===== config.mk =====
export PLATFORM = sky130hd
export DESIGN_NAME = instr_prefetch_queue
export DESIGN_NICKNAME = d
export VERILOG_FILES = /design/src/rtl/instr_prefetch_queue.sv
export SDC_FILE = /design/constraint.sdc
export NUM_CORES = 1
export LEC_CHECK = 0
export CAP_MARGIN = 10
export CORE_UTILIZATION = 48
export DETAILED_ROUTE_END_ITERATION = 10
export PLACE_DENSITY = 0.81
export SLEW_MARGIN = 20
export SYNTH_ARGS = -nofsm -noshare
export SYNTH_HDL_FRONTEND = slang
export SYNTH_SLANG_ARGS = --single-unit

===== constraint.sdc =====
create_clock -name clk -period 1.9 [get_ports clk]
set_input_delay 0.38 -clock clk [delete_from_list [all_inputs] [get_ports clk]]
set_output_delay 0.38 -clock clk [all_outputs]
set_load 0.05 [all_outputs]

===== src/rtl/instr_prefetch_queue.sv =====
// Instruction prefetch FIFO: fetches bytes ahead of execution; an acked byte is visible the next cycle.
// Stops requesting when the in-flight request would overflow; flush drops the queue and any outstanding fetch.
module instr_prefetch_queue #(
   parameter int                 DEPTH      = 4,
   parameter int                 ADDR_W     = 16,
   parameter int                 DATA_W     = 8,
   parameter logic [ADDR_W-1:0]  RESET_ADDR = '0
) (
   input  logic                     clk,
   input  logic                     reset,
   input  logic                     flush,
   input  logic [ADDR_W-1:0]        flush_addr,
   input  logic                     deq,
   output logic [DATA_W-1:0]        q_data,
   output logic                     q_valid,
   output logic [$clog2(DEPTH):0]   q_count,
   output logic [ADDR_W-1:0]        head_pc,
   output logic                     mem_req,
   output logic [ADDR_W-1:0]        mem_addr,
   input  logic                     mem_ack,
   input  logic [DATA_W-1:0]        mem_rdata
);
   localparam int                PTR_W    = $clog2(DEPTH);
   localparam int                CNT_W    = PTR_W + 1;
   localparam logic [CNT_W-1:0]  FULL_CNT = CNT_W'(DEPTH);

   typedef enum logic [1:0] {S_IDLE, S_REQ, S_DISCARD} state_t;

   state_t              r_state;
   logic [DATA_W-1:0]   r_mem [DEPTH];
   logic [PTR_W-1:0]    r_wr_ptr;
   logic [PTR_W-1:0]    r_rd_ptr;
   logic [CNT_W-1:0]    r_count;
   logic [ADDR_W-1:0]   r_fetch_addr;
   logic [ADDR_W-1:0]   r_head_pc;
   logic [ADDR_W-1:0]   r_mem_addr;
   logic                r_mem_req;

   logic                w_wr;
   logic                w_rd;
   logic [CNT_W-1:0]    w_count_nxt;
   logic [ADDR_W-1:0]   w_fetch_inc;

   // Flush overrides both the tail write and the head pop.
   assign w_wr        = (r_state == S_REQ) && mem_ack && !flush;
   assign w_rd        = deq && (r_count != '0) && !flush;
   assign w_fetch_inc = r_fetch_addr + 1'b1;

   always_comb begin
      w_count_nxt = r_count;
      if (w_wr && !w_rd)
         w_count_nxt = r_count + 1'b1;
      else if (!w_wr && w_rd)
         w_count_nxt = r_count - 1'b1;
   end

   always_ff @(posedge clk or negedge reset) begin
      if (!reset) begin
         r_state      <= S_IDLE;
         r_mem_req    <= 1'b0;
         r_mem_addr   <= RESET_ADDR;
         r_fetch_addr <= RESET_ADDR;
         r_head_pc    <= RESET_ADDR;
         r_wr_ptr     <= '0;
         r_rd_ptr     <= '0;
         r_count      <= '0;
      end else begin
         if (flush) begin
            r_wr_ptr     <= '0;
            r_rd_ptr     <= '0;
            r_count      <= '0;
            r_head_pc    <= flush_addr;
            r_fetch_addr <= flush_addr;
         end else begin
            if (w_wr) begin
               r_wr_ptr     <= r_wr_ptr + 1'b1;
               r_fetch_addr <= w_fetch_inc;
            end
            if (w_rd) begin
               r_rd_ptr  <= r_rd_ptr + 1'b1;
               r_head_pc <= r_head_pc + 1'b1;
            end
            r_count <= w_count_nxt;
         end

         case (r_state)
            S_IDLE: begin
               if (!flush && (r_count < FULL_CNT)) begin
                  r_state    <= S_REQ;
                  r_mem_req  <= 1'b1;
                  r_mem_addr <= r_fetch_addr;
               end
            end
            S_REQ: begin
               // Keep streaming only while the next request still has a free slot.
               if (mem_ack) begin
                  if (!flush && (w_count_nxt < FULL_CNT)) begin
                     r_mem_addr <= w_fetch_inc;
                  end else begin
                     r_state   <= S_IDLE;
                     r_mem_req <= 1'b0;
                  end
               end else if (flush) begin
                  r_state <= S_DISCARD;
               end
            end
            S_DISCARD: begin
               if (mem_ack) begin
                  r_state   <= S_IDLE;
                  r_mem_req <= 1'b0;
               end
            end
            default: begin
               r_state   <= S_IDLE;
               r_mem_req <= 1'b0;
            end
         endcase
      end
   end

   always_ff @(posedge clk) begin
      if (w_wr)
         r_mem[r_wr_ptr] <= mem_rdata;
   end

   assign q_data   = r_mem[r_rd_ptr];
   assign q_valid  = (r_count != '0);
   assign q_count  = r_count;
   assign head_pc  = r_head_pc;
   assign mem_req  = r_mem_req;
   assign mem_addr = r_mem_addr;

endmodule


==> impl_metrics.json <==
{
  "p_comb_share_pct": 47.6,
  "relSlewSlack_pct": 70.94,
  "synthArstFlopShare_pct": 64.44,
  "clkSinkCount": 90,
  "drt.antenna.violating_nets": 0,
  "first_iter_violations": 214,
  "num_rows": 35,
  "cts_hold_buf": 0,
  "ir_worst_vdd_v": 0.0009359,
  "skew_ns": 0.01142,
  "die_h_um": 99.26,
  "grt_usage_pct": 22.42,
  "syn-num-nets": 438,
  "htree_num_levels": 3,
  "swShare_pct": 42.33,
  "grt_first_pass_wirelength_um": 17240,
  "antenna_found_initial": 0,
  "syn_area_um2": 4541,
  "synth_top_area_share_pct": 31.96,
  "core_area_um2": 9196,
  "cp.required_ns": 1.52,
  "tightest_slew_ns": 0.4359,
  "yosys.cell_count.top_type": "dfrtp_1",
  "powerDensity_nw_per_um2": 1282,
  "max_cap_viol_count": 0,
  "synth-edff-count": 32,
  "end_kind": "output port",
  "hold_ws_ns": -0.01289,
  "worst_ep_arrival_time_ns": 1.63,
  "setup_slack_ns": -0.1071,
  "timing.final.crit_share_pct": 105.6,
  "critPathLaunchType": "register",
  "grt_overflow_total": 0,
  "diodes": 0,
  "gp_congestion": 0.8665,
  "clock-root-buffer": "clkbuf_8",
  "yosysSeqAreaShare_pct": 53.13,
  "syn_inst": 400,
  "intPower_w": 0.004371,
  "drcViolationCount": 0,
  "hold_class": "primary input to async pin",
  "clk_latency_ns": 0.37,
  "crit_fanout": 9,
  "grt_max_degree": 59,
  "drtPass1Iterations": 5,
  "hold_viol": 11,
  "yosysTopAreaCell": "dfrtp_1",
  "avgRoutedWirePerCell_um": 16.70,
  "drv_slew": 0,
  "rsz0062_at_grt": "yes",
  "portBuffers": 73,
  "finalCriticalPeriod_ns": 2.007,
  "cts_tree": "yes",
  "setup_viol": 8,
  "ys_warn_count": 0,
  "die_x_um": 99.26,
  "grt_pass1_vias": 3536,
  "crit_type": "register to output port",
  "clk_pin_slew_ns": 0.09,
  "final_nets": 552,
  "p_seq_share_pct": 35.1,
  "fillers": 689,
  "drive_gt1_share_pct": 29.29,
  "ys_ff_latch": 90,
  "tritoncts.num_buffers": 9,
  "p_leak_nw": 2.314,
  "drt_wl_total_um": 10520,
  "synth_area_leaders": "dfrtp_1 32%, edfxtp_1 21%, xnor2_1 4.6%, mux4_2 4.0%, nor3_1 2.9%",
  "dpl.hpwl_um": 7657,
  "start_util_pct": 49.37,
  "fmax_ghz": 0.4982,
  "pwr-share-clk_pct": 17.3,
  "p_sw_w": 0.003208,
  "synthFlopType": "dfrtp_1",
  "final_util_pct": 64.29,
  "via_count": 3627,
  "synth_common_cells": "58 x dfrtp_1, 32 x edfxtp_1, 26 x nor3_1",
  "boundaryPins": 74,
  "ys_types": 54,
  "syn_to_final_growth_pct": 30.20,
  "clockBufferDepth": 2,
  "viasPerCell": 5.757,
  "syn_avg_cell_area_um2": 11.35,
  "violations": "negative hold slack, negative setup slack",
  "outcome": "finished with violations",
  "setup_tns_ns": -0.7181,
  "die-area_um2": 9853
}
kinds of logic (layout without fill, tap and decap cells):
| family | count (synthesis) | count (layout) | synth area share, % |
|---|---|---|---|
| AO/OA/AOI/OAI | 68 | 68 | 9.176 |
| XOR/XNOR | 31 | 31 | 5.980 |
| adder cells (fa/ha/maj) | 9 | 9 | 2.480 |
| buffers and inverters | 40 | 159 | 4.409 |
| flip-flops | 90 | 90 | 53.13 |
| multiplexers | 21 | 21 | 7.082 |
| AND/OR/NAND/NOR | 141 | 141 | 17.75 |
sequential cells by signal (all words and copies together), names as in the netlist:
signal and flops:
q_count 3, mem_addr 16, r_rd_ptr 2, r_wr_ptr 2, r_fetch_addr 16, head_pc 16, r_mem 32, mem_req 1
r_state 2
final timing paths:
check | to | cells past startpoint | slack (ns) | start
setup / recovery | q_data[7] | 3 | -0.11 | r_rd_ptr[0]
hold / removal | mem_addr[7] | 2 | -0.01 | reset
setup reg to reg | mem_addr[5] | 6 | 0.07 | q_count[0]
hold reg to reg | mem_addr[2] | 1 | 0.54 | mem_addr[2]
max in group asynchronous | q_count[1] | 2 | 1.62 | reset
min in group clk | mem_addr[2] | 1 | 0.54 | mem_addr[2]
routing by layer:
metal | up-vias | share of wire, % | global-route usage, % | wire (µm)
met1 | 1782 | 46 | 32.37 | 4871
met5 | - | 0 | 0 | 0
met3 | 14 | 5.1 | 2.952 | 535
met4 | 0 | 1.6 | 9.276 | 172
met2 | 122 | 47 | 34.40 | 4944
li1 | 1709 | - | - | -
through the flow:
step           instances  hold slack, ns  area, µm²  power [W]  worst slack, ns
2_1_floorplan        400         0.08441       4601   0.004960         -0.05379
6_report             630        -0.01289       5912   0.007579          -0.1071
4_1_cts              629         0.01264       5871   0.007535          -0.1168
3_3_place_gp         608          0.4022       5599   0.006006          -0.1792
5_1_grt              630         0.02149       5912   0.007921          -0.1656
3_5_place_dp         608          0.4114       5599   0.006088          -0.2401
cell type report:
| class | instances | area (µm²) | share of cell area, % |
|---|---|---|---|
| inverters | 16 | 63.81 | 1.079 |
| repair buffers | 127 | 1090 | 18.43 |
| multi-input cells | 270 | 2002 | 33.86 |
| flip-flops and latches | 90 | 2417 | 40.89 |
| clock buffers | 9 | 123.9 | 2.095 |
| well taps | 111 | 138.9 | 2.349 |
| clock inverters | 7 | 76.32 | 1.291 |
repair_timing:
| action | 4_1_cts | 5_1_grt |
|---|---|---|
| setup endpoints to repair | 9 | 30 |
| pin swaps | 0 | 5 |
| setup buffers | 5 | 2 |
| gates resized for setup | 9 | 9 |
power by group through the flow:
stage,logic (W),registers (W),clock network (W)
after floorplan,0.00145,0.00351,0
after global placement,0.00331,0.00269,0
after detailed placement,0.00338,0.00271,0
after CTS,0.00356,0.00265,0.00132
after global routing,0.00381,0.00271,0.00140
final,0.00361,0.00266,0.00131
critical path, stage by stage (launching register included):
cell and delay, ns:
dfrtp_1 0.40, buf_12 0.16, mux4_2 0.53, buf_6 0.17
layout by cell type (no fill, tap or decap), drive strengths merged, types with 10 or more instances in the layout:
master         netlist  layout
a21oi               25      25
a31oi               15      15
buf                  9     100
clkdlybuf4s50        0      27
dfrtp               58      58
edfxtp              32      32
inv                 14      16
nand2               17      17
nand3               12      12
nor2                19      19
nor3                26      26
or3                 10      10
xnor2               24      24
No activity file was read; power rests on OpenSTA's default activity.
